$ cat config.mk
export PLATFORM = sky130hd
export DESIGN_NAME = sdram_port_arb
export DESIGN_NICKNAME = d
export VERILOG_FILES = /design/src/rtl/sdram_port_arb.sv
export SDC_FILE = /design/constraint.sdc
export NUM_CORES = 1
export LEC_CHECK = 0
export ABC_CLOCK_PERIOD_IN_PS = 9700
export BUFFER_PORTS_ARGS = -buffer_cell sky130_fd_sc_hd__buf_2
export CAP_MARGIN = 20
export CORE_UTILIZATION = 56
export CTS_CLUSTER_SIZE = 12
export DETAILED_ROUTE_END_ITERATION = 10
export PLACE_DENSITY = 0.95
export SETUP_SLACK_MARGIN = 0.4
export SLEW_MARGIN = 20
export SYNTH_ARGS = -nofsm -noshare
export SYNTH_HDL_FRONTEND = slang
export SYNTH_SLANG_ARGS = --single-unit
export TNS_END_PERCENT = 30
$ cat constraint.sdc
create_clock -name i_clk -period 9.7 [get_ports i_clk]
set_input_delay 1.94 -clock i_clk [delete_from_list [all_inputs] [get_ports i_clk]]
set_output_delay 1.94 -clock i_clk [all_outputs]
set_load 0.1 [all_outputs]
$ cat src/rtl/sdram_port_arb.sv
// Shares one toggle-handshake SDRAM word port between the CPU and FDC byte requesters.
// Optional saturating grant counters are built when SDRAM_ARB_STATS_EN is defined.
module sdram_port_arb #(
    parameter int unsigned       ADDR_W       = 24,
    parameter logic [ADDR_W-1:0] CPU_BASE     = 24'h000000,
    parameter logic [ADDR_W-1:0] FDC_BASE     = 24'h010000,
    parameter int unsigned       FDC_MAX_WAIT = 4,
    parameter int unsigned       TIMEOUT      = 255
) (
    input  logic              i_clk,
    input  logic              i_reset,
    input  logic              i_cpu_req,
    input  logic              i_cpu_we,
    input  logic [15:0]       i_cpu_a,
    input  logic [7:0]        i_cpu_d,
    output logic [7:0]        o_cpu_q,
    output logic              o_cpu_busy,
    input  logic              i_fdc_req,
    input  logic              i_fdc_we,
    input  logic [15:0]       i_fdc_a,
    input  logic [7:0]        i_fdc_d,
    output logic [7:0]        o_fdc_q,
    output logic              o_fdc_done,
    output logic              o_fdc_busy,
    output logic              o_mem_req,
    input  logic              i_mem_ack,
    output logic [ADDR_W-1:0] o_mem_a,
    output logic [1:0]        o_mem_ds,
    output logic              o_mem_we,
    output logic [15:0]       o_mem_d,
    input  logic [15:0]       i_mem_q,
    output logic              o_err,
`ifdef SDRAM_ARB_STATS_EN
    output logic [15:0]       o_cpu_grants,
    output logic [15:0]       o_fdc_grants,
`endif
    output logic [1:0]        o_dbg_state
);

    // Handshake: requester strobes are single-cycle and are held in a slot until completion;
    // an access is issued by toggling mem_req and is complete once mem_ack equals mem_req.
    typedef enum logic [1:0] {
        ST_SYNC = 2'd0,
        ST_IDLE = 2'd1,
        ST_WAIT = 2'd2
    } state_t;

    localparam logic [3:0] MAX_WAIT = 4'(FDC_MAX_WAIT);
    localparam logic [7:0] TMO_LAST = 8'(TIMEOUT - 1);

    state_t            r_state, w_state_nx;
    logic              r_cpu_busy, r_cpu_we;
    logic [15:0]       r_cpu_a;
    logic [7:0]        r_cpu_d;
    logic              r_fdc_busy, r_fdc_we;
    logic [15:0]       r_fdc_a;
    logic [7:0]        r_fdc_d;
    logic              r_gnt_fdc, r_lane;
    logic [3:0]        r_starve;
    logic [7:0]        r_tmo;
    logic              r_mem_req, r_mem_we;
    logic [ADDR_W-1:0] r_mem_a;
    logic [1:0]        r_mem_ds;
    logic [15:0]       r_mem_d;
    logic [7:0]        r_cpu_q, r_fdc_q;
    logic              r_fdc_done, r_err;

    logic              w_ack_match, w_grant_cpu, w_grant_fdc, w_grant, w_done, w_tmo;
    logic              w_cpu_done, w_fdc_done, w_cpu_ovr, w_fdc_ovr;
    logic              w_sel_we;
    logic [15:0]       w_sel_a;
    logic [7:0]        w_sel_d, w_rd_byte;
    logic [ADDR_W-1:0] w_sel_base;

    assign w_ack_match = (i_mem_ack == r_mem_req);

    always_ff @(posedge i_clk or posedge i_reset) begin
        if (i_reset) r_state <= ST_SYNC;
        else         r_state <= w_state_nx;
    end

    always_comb begin
        w_state_nx  = r_state;
        w_grant_cpu = 1'b0;
        w_grant_fdc = 1'b0;
        w_done      = 1'b0;
        w_tmo       = 1'b0;
        case (r_state)
            ST_SYNC: begin
                if (w_ack_match) w_state_nx = ST_IDLE;
            end
            ST_IDLE: begin
                // CPU wins unless the FDC has already been passed over MAX_WAIT times in a row.
                if (r_cpu_busy && !(r_fdc_busy && r_starve == MAX_WAIT)) w_grant_cpu = 1'b1;
                else if (r_fdc_busy)                                     w_grant_fdc = 1'b1;
                if (w_grant_cpu || w_grant_fdc) w_state_nx = ST_WAIT;
            end
            ST_WAIT: begin
                if (w_ack_match) begin
                    w_done     = 1'b1;
                    w_state_nx = ST_IDLE;
                end else if (r_tmo == TMO_LAST) begin
                    w_done     = 1'b1;
                    w_tmo      = 1'b1;
                    w_state_nx = ST_SYNC;
                end
            end
            default: w_state_nx = ST_SYNC;
        endcase
    end

    assign w_grant    = w_grant_cpu | w_grant_fdc;
    assign w_cpu_done = w_done & ~r_gnt_fdc;
    assign w_fdc_done = w_done & r_gnt_fdc;
    // Completion on the same edge frees the slot, so a back-to-back strobe is not an overrun.
    assign w_cpu_ovr  = i_cpu_req & r_cpu_busy & ~w_cpu_done;
    assign w_fdc_ovr  = i_fdc_req & r_fdc_busy & ~w_fdc_done;

    assign w_sel_we   = w_grant_fdc ? r_fdc_we : r_cpu_we;
    assign w_sel_a    = w_grant_fdc ? r_fdc_a  : r_cpu_a;
    assign w_sel_d    = w_grant_fdc ? r_fdc_d  : r_cpu_d;
    assign w_sel_base = w_grant_fdc ? FDC_BASE : CPU_BASE;
    assign w_rd_byte  = w_tmo ? 8'hFF : (r_lane ? i_mem_q[15:8] : i_mem_q[7:0]);

    always_ff @(posedge i_clk or posedge i_reset) begin
        if (i_reset) begin
            r_cpu_busy <= 1'b0;
            r_cpu_we   <= 1'b0;
            r_cpu_a    <= '0;
            r_cpu_d    <= '0;
        end else begin
            if (w_cpu_done) r_cpu_busy <= 1'b0;
            if (i_cpu_req && !w_cpu_ovr) begin
                r_cpu_busy <= 1'b1;
                r_cpu_we   <= i_cpu_we;
                r_cpu_a    <= i_cpu_a;
                r_cpu_d    <= i_cpu_d;
            end
        end
    end

    always_ff @(posedge i_clk or posedge i_reset) begin
        if (i_reset) begin
            r_fdc_busy <= 1'b0;
            r_fdc_we   <= 1'b0;
            r_fdc_a    <= '0;
            r_fdc_d    <= '0;
        end else begin
            if (w_fdc_done) r_fdc_busy <= 1'b0;
            if (i_fdc_req && !w_fdc_ovr) begin
                r_fdc_busy <= 1'b1;
                r_fdc_we   <= i_fdc_we;
                r_fdc_a    <= i_fdc_a;
                r_fdc_d    <= i_fdc_d;
            end
        end
    end

    always_ff @(posedge i_clk or posedge i_reset) begin
        if (i_reset) begin
            r_mem_req <= 1'b0;
            r_mem_a   <= '0;
            r_mem_ds  <= 2'b11;
            r_mem_we  <= 1'b0;
            r_mem_d   <= '0;
            r_gnt_fdc <= 1'b0;
            r_lane    <= 1'b0;
        end else if (w_grant) begin
            r_mem_req <= ~r_mem_req;
            r_mem_a   <= w_sel_base + ADDR_W'(w_sel_a[15:1]);
            r_mem_ds  <= w_sel_we ? (w_sel_a[0] ? 2'b10 : 2'b01) : 2'b11;
            r_mem_we  <= w_sel_we;
            r_mem_d   <= {w_sel_d, w_sel_d};
            r_gnt_fdc <= w_grant_fdc;
            r_lane    <= w_sel_a[0];
        end
    end

    always_ff @(posedge i_clk or posedge i_reset) begin
        if (i_reset) begin
            r_starve <= '0;
            r_tmo    <= '0;
        end else begin
            if (r_state == ST_IDLE) begin
                if (w_grant_cpu && r_fdc_busy) r_starve <= r_starve + 4'd1;
                else                           r_starve <= '0;
            end
            if (w_grant)                             r_tmo <= '0;
            else if (r_state == ST_WAIT && !w_done)  r_tmo <= r_tmo + 8'd1;
        end
    end

    always_ff @(posedge i_clk or posedge i_reset) begin
        if (i_reset) begin
            r_cpu_q    <= '0;
            r_fdc_q    <= '0;
            r_fdc_done <= 1'b0;
            r_err      <= 1'b0;
        end else begin
            r_fdc_done <= w_fdc_done;
            r_err      <= r_err | w_tmo | w_cpu_ovr | w_fdc_ovr;
            if (w_done && !r_mem_we) begin
                if (r_gnt_fdc) r_fdc_q <= w_rd_byte;
                else           r_cpu_q <= w_rd_byte;
            end
        end
    end

`ifdef SDRAM_ARB_STATS_EN
    logic [15:0] r_cpu_grants, r_fdc_grants;

    always_ff @(posedge i_clk or posedge i_reset) begin
        if (i_reset) begin
            r_cpu_grants <= '0;
            r_fdc_grants <= '0;
        end else begin
            if (w_grant_cpu && r_cpu_grants != 16'hFFFF) r_cpu_grants <= r_cpu_grants + 16'd1;
            if (w_grant_fdc && r_fdc_grants != 16'hFFFF) r_fdc_grants <= r_fdc_grants + 16'd1;
        end
    end

    assign o_cpu_grants = r_cpu_grants;
    assign o_fdc_grants = r_fdc_grants;
`endif

    assign o_cpu_q     = r_cpu_q;
    assign o_cpu_busy  = r_cpu_busy;
    assign o_fdc_q     = r_fdc_q;
    assign o_fdc_done  = r_fdc_done;
    assign o_fdc_busy  = r_fdc_busy;
    assign o_mem_req   = r_mem_req;
    assign o_mem_a     = r_mem_a;
    assign o_mem_ds    = r_mem_ds;
    assign o_mem_we    = r_mem_we;
    assign o_mem_d     = r_mem_d;
    assign o_err       = r_err;
    assign o_dbg_state = r_state;

endmodule

==> impl_metrics.ini <==
[timing]
worst_slew_pin_slew_ns = 1.00
min_period_over_period_pct = 36.6
tns_ns = 0
relSlewSlack_pct = 32.7
holdWs_ns = 0.494
final-max-slew-violation-count = 0
fmax_mhz = 282
finalSetupViolCount = 0
rsz0062_at_grt = no
finalHoldViolations = 0
min_period_ns = 3.55
finalClockSkew_ns = 0.0110

[place]
place_area_um2 = 5520
place.gp.congestion = 0.786
dp_hpwl_mm = 7.22
io_buffer_count = 128
dp.cells = 574

[route]
drc = 0
met2WireLength_mm = 5.65
drt-met1-wl_mm = 4.63
routed_via_density = 5.91
drt_wl_total_mm = 11.3
dr.pass1.iters = 7
wl_met3_um = 900
vias = 3580
ant_nets = 0
drt_iter0_drc = 300
wl_per_cell_um = 18.7
top_layer = met4

[setup_path]
crit_fanout = 13
critical_path.reg2reg.startpoint = r_tmo[0]
crit-reg2reg-capture = r_cpu_d[7]
cp_cell_sequence = buf_2
cp_data_required_time_ns = 7.76
worstPathArrival_ns = 1.61
r2r_setup_slack_ns = 7.04
end_kind = primary output
rr_worst_depth = 6
cp.depth = 1
slowest_stage = dfrtp_1
crit_path_max_incr_delay_ns = 0.59
criticalPathCategory = reg2out
path_delay_family = flip-flops
cp_num_buf_inv = 1
start_kind = flip-flop

[grt]
overflow = 0
grt_antenna_before_repair = 0
grt_pass1_vias = 3746
grt_util_all_layers_pct = 26.2
grt_first_pass_wirelength_mm = 17.8
grt_max_degree = 71

[synth]
yosysWarnings = 0
synth-seq-cells = 113
synth_edf_count = 0
synthFlopType = dfrtp_1
postSynthCellCount = 363
yosysUniqueCellTypes = 51
synthArstFlopShare_pct = 100
synth_area_um2 = 4910
synth_seq_area_share_pct = 57.7
syn_avg_cell_area_um2 = 13.5

[final_layout]
fin_cells = 606
final_area_um2 = 6080
nNetsFinal = 563
syn2layout_area_growth_pct = 24.0
num_antenna_cells = 0
final_layout_size_suffix_gt1_share_pct = 46.1

[floorplan]
start_util_pct = 58.8
pin_count = 137
coreArea_um2 = 8340
die_h_um = 95.6
dieArea_um2 = 9140
rows = 33
die_w_um = 95.6

[hold_path]
min_path_type = reg2reg
hold_path_depth = 2
hold_start = r_cpu_a[15]
min_to = o_mem_a[14]

[clock_tree]
clkSlewWorstSetupHoldPaths_ns = 0.06
cts-hold-fix-buffers = 0
clock_sinks = 113
postCtsResizedCells = 0
cts_buffers = 17
cts_tree = built
insertion_delay_ns = 0.51
post_cts.repair.setup_buffers = 0
htreeDepth = 4
cts_buffer_depth = 2
cts_root_buffer = clkbuf_8

[run_status]
outcome = finished, final reports clean

[flow_run]
max-cap-violations = 0
## flip-flops by register name (all words and copies together), names as in the netlist, 8 cells and up
signal / flops
r_cpu_a: 16
r_fdc_d: 8
r_tmo: 8
o_cpu_q: 8
r_fdc_a: 16
o_mem_a: 16
o_fdc_q: 8
o_mem_d: 8
r_cpu_d: 8
## placed cells by master, fill, tap and decap left out, drive strengths merged, types with 2 or more instances in the layout
cell type,netlist,layout
buf,26,131
dfrtp,111,111
mux2,50,50
inv,29,30
a222oi,23,23
clkbuf,6,20
a2bb2oi,16,16
nand2,11,11
mux2i,9,9
conb,1,8
nand3,8,8
nor2,6,6
o31ai,6,6
o211ai,6,6
nor3,6,6
clkinv,0,6
a21oi,5,5
ha,4,4
clkinvlp,0,4
o21ai,4,4
nand4,3,3
or2,2,2
nor2b,2,2
nand3b,2,2
o2111ai,2,2
a211o,2,2
xnor2,2,2
or4,2,2
o21bai,2,2
dfstp,2,2
## cell type report
cell class	instances	area, um^2
clock buffer	20	445
fill	552	2260
tap	105	131
timing repair buffer	131	663
clock inverter	12	110
inverter	29	111
multi-input combinational	196	1790
sequential	113	2830
## Yosys cell counts (5+ instances only)
| library cell | count | share of area (%) |
|---|---|---|
| nand2_1 | 11 | 0.84 |
| a2bb2oi_1 | 16 | 2.9 |
| mux2i_1 | 9 | 1.8 |
| mux2_2 | 30 | 6.9 |
| inv_1 | 29 | 2.2 |
| dfrtp_1 | 111 | 57 |
| nor2_1 | 6 | 0.46 |
| mux2_4 | 20 | 6.1 |
| o31ai_1 | 6 | 0.92 |
| o211ai_1 | 5 | 0.77 |
| buf_4 | 17 | 2.6 |
| clkbuf_1 | 6 | 0.46 |
| a21oi_1 | 5 | 0.51 |
| nand3_1 | 6 | 0.61 |
| a222oi_1 | 23 | 4.7 |
## kinds of logic after synthesis
logic type | synth area share [%]
muxes | 14.8
adders and majority gates | 1.02
DFF | 57.7
and+or+nand+nor | 5.38
other | 0.0764
AOI/OAI and AO/OA | 13.4
buffers and inverters | 6.68
xor gates and xnor gates | 0.918
## worst max-delay path by stage
stage          startpoint         end  slack, ns
2_1_floorplan     i_reset  o_cpu_busy       4.78
3_3_place_gp    i_mem_ack  r_cpu_d[4]       5.87
3_5_place_dp    i_mem_ack  r_cpu_d[3]       5.83
4_1_cts        o_fdc_busy  o_fdc_busy       6.13
5_1_grt        o_fdc_busy  o_fdc_busy       6.07
6_report       o_fdc_busy  o_fdc_busy       6.15
## per-stage QoR
step / worst slack (ns) / utilization [%]
2_1_floorplan: 4.78 / -
4_1_cts: 6.13 / 72.9
6_report: 6.15 / 72.9
3_5_place_dp: 5.83 / 66.2
3_3_place_gp: 5.87 / 66.2
5_1_grt: 6.07 / 72.9
## routing by layer
| metal | GRT usage (%) | vias up |
|---|---|---|
| met4 | 10.9 | 0 |
| li1 | - | 1581 |
| met1 | 32.1 | 1813 |
| met2 | 43.0 | 171 |
| met3 | 8.13 | 15 |
| met5 | 0 | - |
Power is left out: the tool's default activity adds up to more than one toggle a clock period on the data nets, which glitch-free logic cannot reach.
